--- src/rtl/uart_tx_fifo.sv ---
// uart_tx_fifo: single-clock UART transmitter with an internal baud counter and a transmit FIFO.
// Optional macro UART_TX_PARITY_EN inserts an even-parity bit between the data and stop bits.
module uart_tx_fifo #(
  parameter int unsigned DATA_W       = 8,
  parameter int unsigned CLKS_PER_BIT = 16,
  parameter int unsigned FIFO_DEPTH   = 16,
  parameter int unsigned STOP_BITS    = 1,
  parameter int unsigned MSB_FIRST    = 1
) (
  input  logic                          clk,
  input  logic                          resetn,
  input  logic                          wr_en,
  input  logic [DATA_W-1:0]             wr_data,
  output logic                          full,
  output logic                          empty,
  output logic [$clog2(FIFO_DEPTH):0]   level,
  output logic                          overflow,
  output logic                          TxD,
  output logic                          busy,
  output logic                          trans_done
);

  localparam int unsigned PTR_W = $clog2(FIFO_DEPTH);
  localparam int unsigned LVL_W = PTR_W + 1;
  localparam int unsigned CNT_W = $clog2(CLKS_PER_BIT);
  localparam int unsigned IDX_W = $clog2(DATA_W);

  localparam logic [LVL_W-1:0] DEPTH_L   = LVL_W'(FIFO_DEPTH);
  localparam logic [CNT_W-1:0] RELOAD    = CNT_W'(CLKS_PER_BIT - 1);
  localparam logic [IDX_W-1:0] LAST_IDX  = IDX_W'(DATA_W - 1);
  localparam logic [IDX_W-1:0] STOP_LAST = IDX_W'(STOP_BITS - 1);

`ifdef UART_TX_PARITY_EN
  typedef enum logic [2:0] {S_IDLE, S_START, S_DATA, S_PARITY, S_STOP} state_e;
`else
  typedef enum logic [1:0] {S_IDLE, S_START, S_DATA, S_STOP} state_e;
`endif

  logic [DATA_W-1:0] mem_q [FIFO_DEPTH];
  logic [PTR_W-1:0]  wr_ptr_q, wr_ptr_d;
  logic [PTR_W-1:0]  rd_ptr_q, rd_ptr_d;
  logic [LVL_W-1:0]  level_q, level_d;
  logic              overflow_q, overflow_d;

  state_e            state_q, state_d;
  logic [CNT_W-1:0]  baud_q, baud_d;
  logic [IDX_W-1:0]  idx_q, idx_d;
  logic [DATA_W-1:0] word_q, word_d;

  logic              push, pop, bit_end;
  logic [IDX_W-1:0]  bit_sel;

  assign full     = (level_q == DEPTH_L);
  assign empty    = (level_q == '0);
  assign level    = level_q;
  assign overflow = overflow_q;

  // Writes are judged against the registered full flag, so a same-cycle pop never rescues a write.
  assign push    = wr_en && !full;
  assign pop     = (state_q == S_IDLE) && !empty;
  assign bit_end = (baud_q == '0);
  assign bit_sel = (MSB_FIRST != 0) ? (LAST_IDX - idx_q) : idx_q;

  always_ff @(posedge clk) begin
    if (push) mem_q[wr_ptr_q] <= wr_data;
  end

  always_comb begin
    wr_ptr_d   = wr_ptr_q;
    rd_ptr_d   = rd_ptr_q;
    level_d    = level_q;
    overflow_d = overflow_q | (wr_en & full);
    if (push) wr_ptr_d = wr_ptr_q + PTR_W'(1);
    if (pop)  rd_ptr_d = rd_ptr_q + PTR_W'(1);
    if (push && !pop)      level_d = level_q + LVL_W'(1);
    else if (!push && pop) level_d = level_q - LVL_W'(1);
  end

  always_ff @(posedge clk or negedge resetn) begin
    if (!resetn) begin
      wr_ptr_q   <= '0;
      rd_ptr_q   <= '0;
      level_q    <= '0;
      overflow_q <= 1'b0;
      state_q    <= S_IDLE;
      baud_q     <= '0;
      idx_q      <= '0;
      word_q     <= '0;
    end else begin
      wr_ptr_q   <= wr_ptr_d;
      rd_ptr_q   <= rd_ptr_d;
      level_q    <= level_d;
      overflow_q <= overflow_d;
      state_q    <= state_d;
      baud_q     <= baud_d;
      idx_q      <= idx_d;
      word_q     <= word_d;
    end
  end

  always_comb begin
    state_d = state_q;
    baud_d  = bit_end ? RELOAD : baud_q - CNT_W'(1);
    idx_d   = idx_q;
    word_d  = word_q;
    unique case (state_q)
      S_IDLE: begin
        baud_d = baud_q;
        if (pop) begin
          word_d  = mem_q[rd_ptr_q];
          baud_d  = RELOAD;
          state_d = S_START;
        end
      end
      S_START: begin
        if (bit_end) begin
          idx_d   = '0;
          state_d = S_DATA;
        end
      end
      S_DATA: begin
        if (bit_end) begin
          if (idx_q == LAST_IDX) begin
            idx_d = '0;
`ifdef UART_TX_PARITY_EN
            state_d = S_PARITY;
`else
            state_d = S_STOP;
`endif
          end else begin
            idx_d = idx_q + IDX_W'(1);
          end
        end
      end
`ifdef UART_TX_PARITY_EN
      S_PARITY: begin
        if (bit_end) begin
          idx_d   = '0;
          state_d = S_STOP;
        end
      end
`endif
      S_STOP: begin
        // idx_q doubles as the stop-bit counter when STOP_BITS is 2.
        if (bit_end) begin
          if (idx_q == STOP_LAST) begin
            idx_d   = '0;
            state_d = S_IDLE;
          end else begin
            idx_d = idx_q + IDX_W'(1);
          end
        end
      end
      default: state_d = S_IDLE;
    endcase
  end

  always_comb begin
    TxD        = 1'b1;
    busy       = (state_q != S_IDLE);
    trans_done = 1'b0;
    unique case (state_q)
      S_IDLE:   TxD = 1'b1;
      S_START:  TxD = 1'b0;
      S_DATA:   TxD = word_q[bit_sel];
`ifdef UART_TX_PARITY_EN
      S_PARITY: TxD = ^word_q;
`endif
      S_STOP:   trans_done = bit_end && (idx_q == STOP_LAST);
      default:  TxD = 1'b1;
    endcase
  end

endmodule

--- config.mk ---
export PLATFORM = sky130hd
export DESIGN_NAME = uart_tx_fifo
export DESIGN_NICKNAME = d
export VERILOG_FILES = /design/src/rtl/uart_tx_fifo.sv
export SDC_FILE = /design/constraint.sdc
export NUM_CORES = 1
export LEC_CHECK = 0
export CORE_MARGIN = 1
export CORE_UTILIZATION = 65
export DETAILED_ROUTE_END_ITERATION = 6
export DONT_BUFFER_PORTS = 1
export GPL_ROUTABILITY_DRIVEN = 0
export PLACE_DENSITY = 0.88
export SYNTH_ARGS = -nofsm -noshare
export SYNTH_HDL_FRONTEND = slang
export SYNTH_SLANG_ARGS = --single-unit
export TNS_END_PERCENT = 30
--- constraint.sdc ---
create_clock -name clk -period 4.9 [get_ports clk]
set_input_delay 0.735 -clock clk [delete_from_list [all_inputs] [get_ports clk]]
set_output_delay 0.735 -clock clk [all_outputs]
set_load 0.01 [all_outputs]
Word level (Yosys, flattened, before mapping)
Memory sizes are Yosys's and may differ from the RTL's. A register that Yosys moved wholly into a read port is not among the register bits.
Index checks and enable logic that the tools add are counted.
- $add $sub $neg: 7
- magnitude comparators: 1
- equality and inequality tests: 11
- muxes and demuxes: 24
- bitwise logic cells: 2
- reduce and logical (&&, ||, !) cells: 20
- operator list (operator ; number):
    $mux W3 ; 5
    $mux W2 ; 6
    $mux W4 ; 3
    $ne A2 B2 Y1 const B ; 6
    $mux W5 ; 2
    $pmux W3 S3 ; 1
    $add A4 B1 Y4 const B ; 2
    $pmux W2 S4 ; 1
    $reduce_and A6 Y1 ; 1
    $add A5 B1 Y5 const B ; 1
    $eq A5 B5 Y1 const B ; 1
    $logic_and A1 B1 Y1 ; 5
    $logic_not A1 Y1 ; 5
    $logic_not A5 Y1 ; 1
    $sub A5 B1 Y5 const B ; 1
    $eq A2 B2 Y1 const B ; 2
    $logic_not A4 Y1 ; 1
    $lt A3 B4 Y1 const B ; 1
    $mux W1 ; 4
    $reduce_and A4 Y1 ; 1
    $reduce_bool A2 Y1 ; 2
    $sub A4 B1 Y4 const B ; 1
    $add A3 B1 Y3 const B ; 1
    $bmux W1 S3 ; 1
    10 further kinds ; 10
- register bits: 23
- memory bits (writable): 128
- output and inout port bits: 11
- logic and storage cells: 73
- memories: 1
- memory list (name ; words ; bits a word ; read ports ; clocked after Yosys merged registers in ; write ports ; RTL line ; source):
    mem_q ; 16 ; 8 ; 1 ; 1 ; 1 ; 39 ; logic [DATA_W-1:0] mem_q [FIFO_DEPTH];

Logic depth before layout (Yosys ltp)
- word-level depth: 7
- gate-level depth with buffers: 13
- mapped depth without buffers: 12

Worst setup path before layout
No wires, ideal clock.
- path kind: register to register
- from: reg state_q[0]
- to: reg level_q[4], in the netlist level[4]
- library setup time: 0.080 ns
- arrival time: 2.664 ns
- setup slack: 2.156 ns
- stages on the path, launching flop included: 14
- buffers on the path: 1
- cell sequence: dfrtp_1 -> inv_1 -> ha_1 -> clkinv_1 -> a21oi_2 -> inv_1 -> buf_2 -> ha_1 -> inv_1 -> ha_1 -> a21o_1 -> a21oi_1 -> mux2i_1 -> xnor2_1
- longest elaborated chain between the ends: 5
- elaborated cells between the ends (all ways): 7
- those cells by class: 1 x mux; 6 x reduce/logical
- RTL lines (item ; RTL line ; source):
    from (decl) ; 45 ; state_e state_q, state_d;
    from (signal assigned) ; 94 ; state_q <= state_d;
    $logic_not A2 Y1 (*) ; 60 ; assign pop = (state_q == S_IDLE) && !empty;
    $logic_and A1 B1 Y1 (*) ; 60 ;
    $logic_not A1 Y1 ; 75 ; if (push && !pop) level_d = level_q + LVL_W'(1);
    $logic_and A1 B1 Y1 ; 75 ;
    $mux W5 / $reduce_bool A2 Y1 (equally long branches) ; n/a ;
    to (signal assigned) ; 92 ; level_q <= level_d;
    to (decl) ; 42 ; logic [LVL_W-1:0] level_q, level_d;
Every way passes the cells marked *; elsewhere a longest branch is shown, timed or not.
A chain may end at the register's enable or synchronous reset.

Worst setup path after layout
- from: reg state_q[1]
- to: reg level_q[4], in the netlist level[4]
The elaborated chain is that of the path after synthesis.

==> metrics.log <==
INFO  metric ys_async_sr_fraction = 19.5%
INFO  metric power_frac_comb = approximately 29%
INFO  metric startpoint_type = register
INFO  metric max_freq = 0.314 GHz
INFO  metric global_route.usage.total = around 28%
INFO  metric totalNegativeSetupSlack = 0 ns
INFO  metric synth_edf_count = 128
INFO  metric chip_width = 103 um
INFO  metric dp_slack = 1.78 ns
INFO  metric dp_hpwl = 7990 um
INFO  metric reg2reg_setup_slack = 1.72 ns
INFO  metric level_count_of_the_clock_h_tree = 4
INFO  metric grt_start_max_net_pins = 32
INFO  metric synth_seq_area_share = 69.3%
INFO  metric synth_area_per_cell = 18.0 um^2
INFO  metric wl_per_cell = about 25 um
INFO  metric regToRegStartpoint = state_q[1]
INFO  metric p_leak = 2.59 nW
INFO  metric clkSlewWorstSetupHoldPaths = approximately 0.060 ns
INFO  metric min_period_over_period = roughly 65%
INFO  metric run_status = completed
INFO  metric timing_max_transition_violations_final = 0
INFO  metric critPathKind = reg -> reg
INFO  metric port_buffers = 0
INFO  metric cell_internal_pwr = 3.06 mW
INFO  metric slew_headroom = 24.3%
INFO  metric die_height = 103 um
INFO  metric mappedNetlistNets = about 400
INFO  metric end_kind = register
INFO  metric dr_total_vias = 3,401
INFO  metric cts_tree = yes
INFO  metric cts_repair_resize_count = 0
INFO  metric cts_hold_buf = 1
INFO  metric arrival = between 3 and 4 ns
INFO  metric drt-total-wl = around 13,000 um
INFO  metric drive_gt1_share = 20.3%
INFO  metric grt_pass1_vias = roughly 3,500
INFO  metric postRouteAntennaNets = 0
INFO  metric critical_path_required = 5.34 ns
INFO  metric grt_remaining_overflow = 0
INFO  metric min_path_type = in -> async
INFO  metric finalNetCount = 411
INFO  metric postCtsSetupRepairBufs = 0
INFO  metric detail_route.iter0.violations = 403
INFO  metric initial_antenna_violation_count = 0
INFO  metric power_switching_share = between 30% and 40%
INFO  metric report.final.setup_viol = 0
INFO  metric rsz_0062_raised_after_global_routing = false
INFO  metric final.setup.worst_slack = 1.72 ns
INFO  metric timing_hold_violations_final = 0
INFO  metric layout.cells.most_common_list = sky130_fd_sc_hd__edfxtp_1, sky130_fd_sc_hd__mux4_2, sky130_fd_sc_hd__dfrtp_1
INFO  metric max_capacitance_violation_count = 0
INFO  metric area_delta_synth_final = 10.5%
INFO  metric post_synthesis_instance_total = 370
INFO  metric sequentialPowerShare = 44.1%
INFO  metric floorplan.die_area = roughly 0.011 mm^2
INFO  metric yosysWarnings = 0
INFO  metric finalWorstPathRequiredPeriod = ~3.2 ns
INFO  metric worst_pin_slew = 1.14 ns
INFO  metric most_common_library_cell_in_the_layout_ignoring_fill_and_taps = sky130_fd_sc_hd__edfxtp_1
INFO  metric floorplan.core_area = 0.00986 mm^2
INFO  metric row_count = 36
INFO  metric final.hold.worst_slack = 0.0341 ns
INFO  metric cts_buffers = 17
INFO  metric peakVddDrop = 0.000316 V
INFO  metric synth-seq-cells = 159
INFO  metric reg2regPathDepth = 12
INFO  metric initial_core_utilization = between 60% and 70%
INFO  metric power.density_cell_area = 614 mW/mm^2
INFO  metric worstSkewPairLatency = 0.52 ns
INFO  metric avgViaCountPerCell = 6.45
INFO  metric synthesis.area = 0.00667 mm^2
INFO  metric antenna_cells_inserted = 0
INFO  metric clk_network_pwr_share = 27.3%
INFO  metric cts.sink_count = 159
INFO  metric cts_buffer_depth = 2
INFO  metric post-route-drc-count = 0
INFO  metric dominantRegCellSynth = sky130_fd_sc_hd__edfxtp_1
INFO  metric number_of_top_level_design_ports = 22
INFO  metric global_route_wire_length_before_repair = 20,100 um
INFO  metric cts.root.buffer_cell = sky130_fd_sc_hd__clkbuf_8
INFO  metric drt-pass1-iter-count = 4
INFO  metric critical_path.max_fanout = 12
INFO  metric finClkSkew = 0.00873 ns
INFO  metric regToRegEndpoint = level[4]
INFO  metric synth.distinct_cells = 47
INFO  metric p_switching = 1.46 mW
-- cell families after synthesis --
group | synth area share, %
compound gates | 4.04
simple gates | 4.45
xor+xnor | 1.45
fa+ha+maj | 3.49
mux | 15.1
flops | 69.3
buf+inv | 2.21
-- routing by layer --
metal | wire, um | global-route usage [%]
met4 | 292 | 11.6
met2 | 6680 | 45.3
met5 | 0 | 0
met1 | 5130 | 36.5
met3 | 1060 | 7.80
-- critical path, stage by stage (launching register included) --
cell                       delay, ns
sky130_fd_sc_hd__dfrtp_1        0.42
sky130_fd_sc_hd__inv_1          0.11
sky130_fd_sc_hd__ha_1           0.23
sky130_fd_sc_hd__clkinv_1       0.29
sky130_fd_sc_hd__a21oi_2        0.35
sky130_fd_sc_hd__inv_1          0.25
sky130_fd_sc_hd__ha_1           0.27
sky130_fd_sc_hd__inv_1          0.16
sky130_fd_sc_hd__ha_1           0.30
sky130_fd_sc_hd__a21o_1         0.19
sky130_fd_sc_hd__a21oi_1        0.18
sky130_fd_sc_hd__mux2i_1        0.23
sky130_fd_sc_hd__xnor2_1        0.13
-- sequential cells by signal, indices dropped and copies added, names as in the netlist --
name / cells
wr_ptr_q: 4
word_q: 8
rd_ptr_q: 4
mem_q: 128
baud_q: 4
overflow: 1
level: 5
idx_q: 3
state_q: 2
-- power by group through the flow --
| stage | Sequential [mW] | Combinational [mW] | Clock [mW] |
|---|---|---|---|
| 4_1_cts | 1.99 | 1.30 | 1.25 |
| 3_3_place_gp | 1.98 | 1.20 | 0 |
| 6_report | 1.99 | 1.30 | 1.23 |
| 3_5_place_dp | 2.00 | 1.26 | 0 |
| 2_1_floorplan | 1.83 | 1.13 | 0 |
| 5_1_grt | 2.02 | 1.40 | 1.30 |
-- worst max path at each step --
stage	cells after the start	startpoint	end	slack (ns)
2_1_floorplan	13	state_q[0]	level[4]	2.16
3_3_place_gp	12	state_q[0]	level[4]	1.99
3_5_place_dp	12	state_q[0]	level[4]	1.78
4_1_cts	12	state_q[1]	level[4]	1.71
5_1_grt	12	state_q[1]	level[4]	1.39
6_report	12	state_q[1]	level[4]	1.72
-- cell usage after synthesis (all sizes together) (2+ instances only) --
master  count  area, um^2
a21o        3        22.5
a21oi       8        43.8
buf        13        83.8
clkbuf      2        7.51
dfrtp      31         776
edfxtp    128        3840
ha         17         213
inv        14        52.6
mux2        4        48.8
mux2i      19         190
mux4       34         766
nand2      23        86.3
nand2b      4        25.0
nand3       2        15.0
nand4       2        12.5
nor2       16        60.1
nor3        7        35.0
o21ai       6        33.8
o221ai      7        61.3
xnor2      10        87.6
-- cell type report --
cell class              count  area [um^2]
clock buffers              18          418
clock inverters            13          136
fillers                   531         2500
inverters                  15         56.3
multi-input cells         181         1900
flip-flops and latches    159         4620
well taps                 133          166
repair buffers              8         72.6
-- metrics by stage --
step	power [mW]	cells	util [%]	cell area (um^2)
detailed placement	3.27	495	68.9	6790
CTS	4.54	527	74.7	7370
global route	4.72	527	74.7	7370
finish	4.52	527	74.7	7370
global placement	3.18	495	68.9	6790
floorplan	2.96	370	-	6670
(Power assumes the default switching activity.)
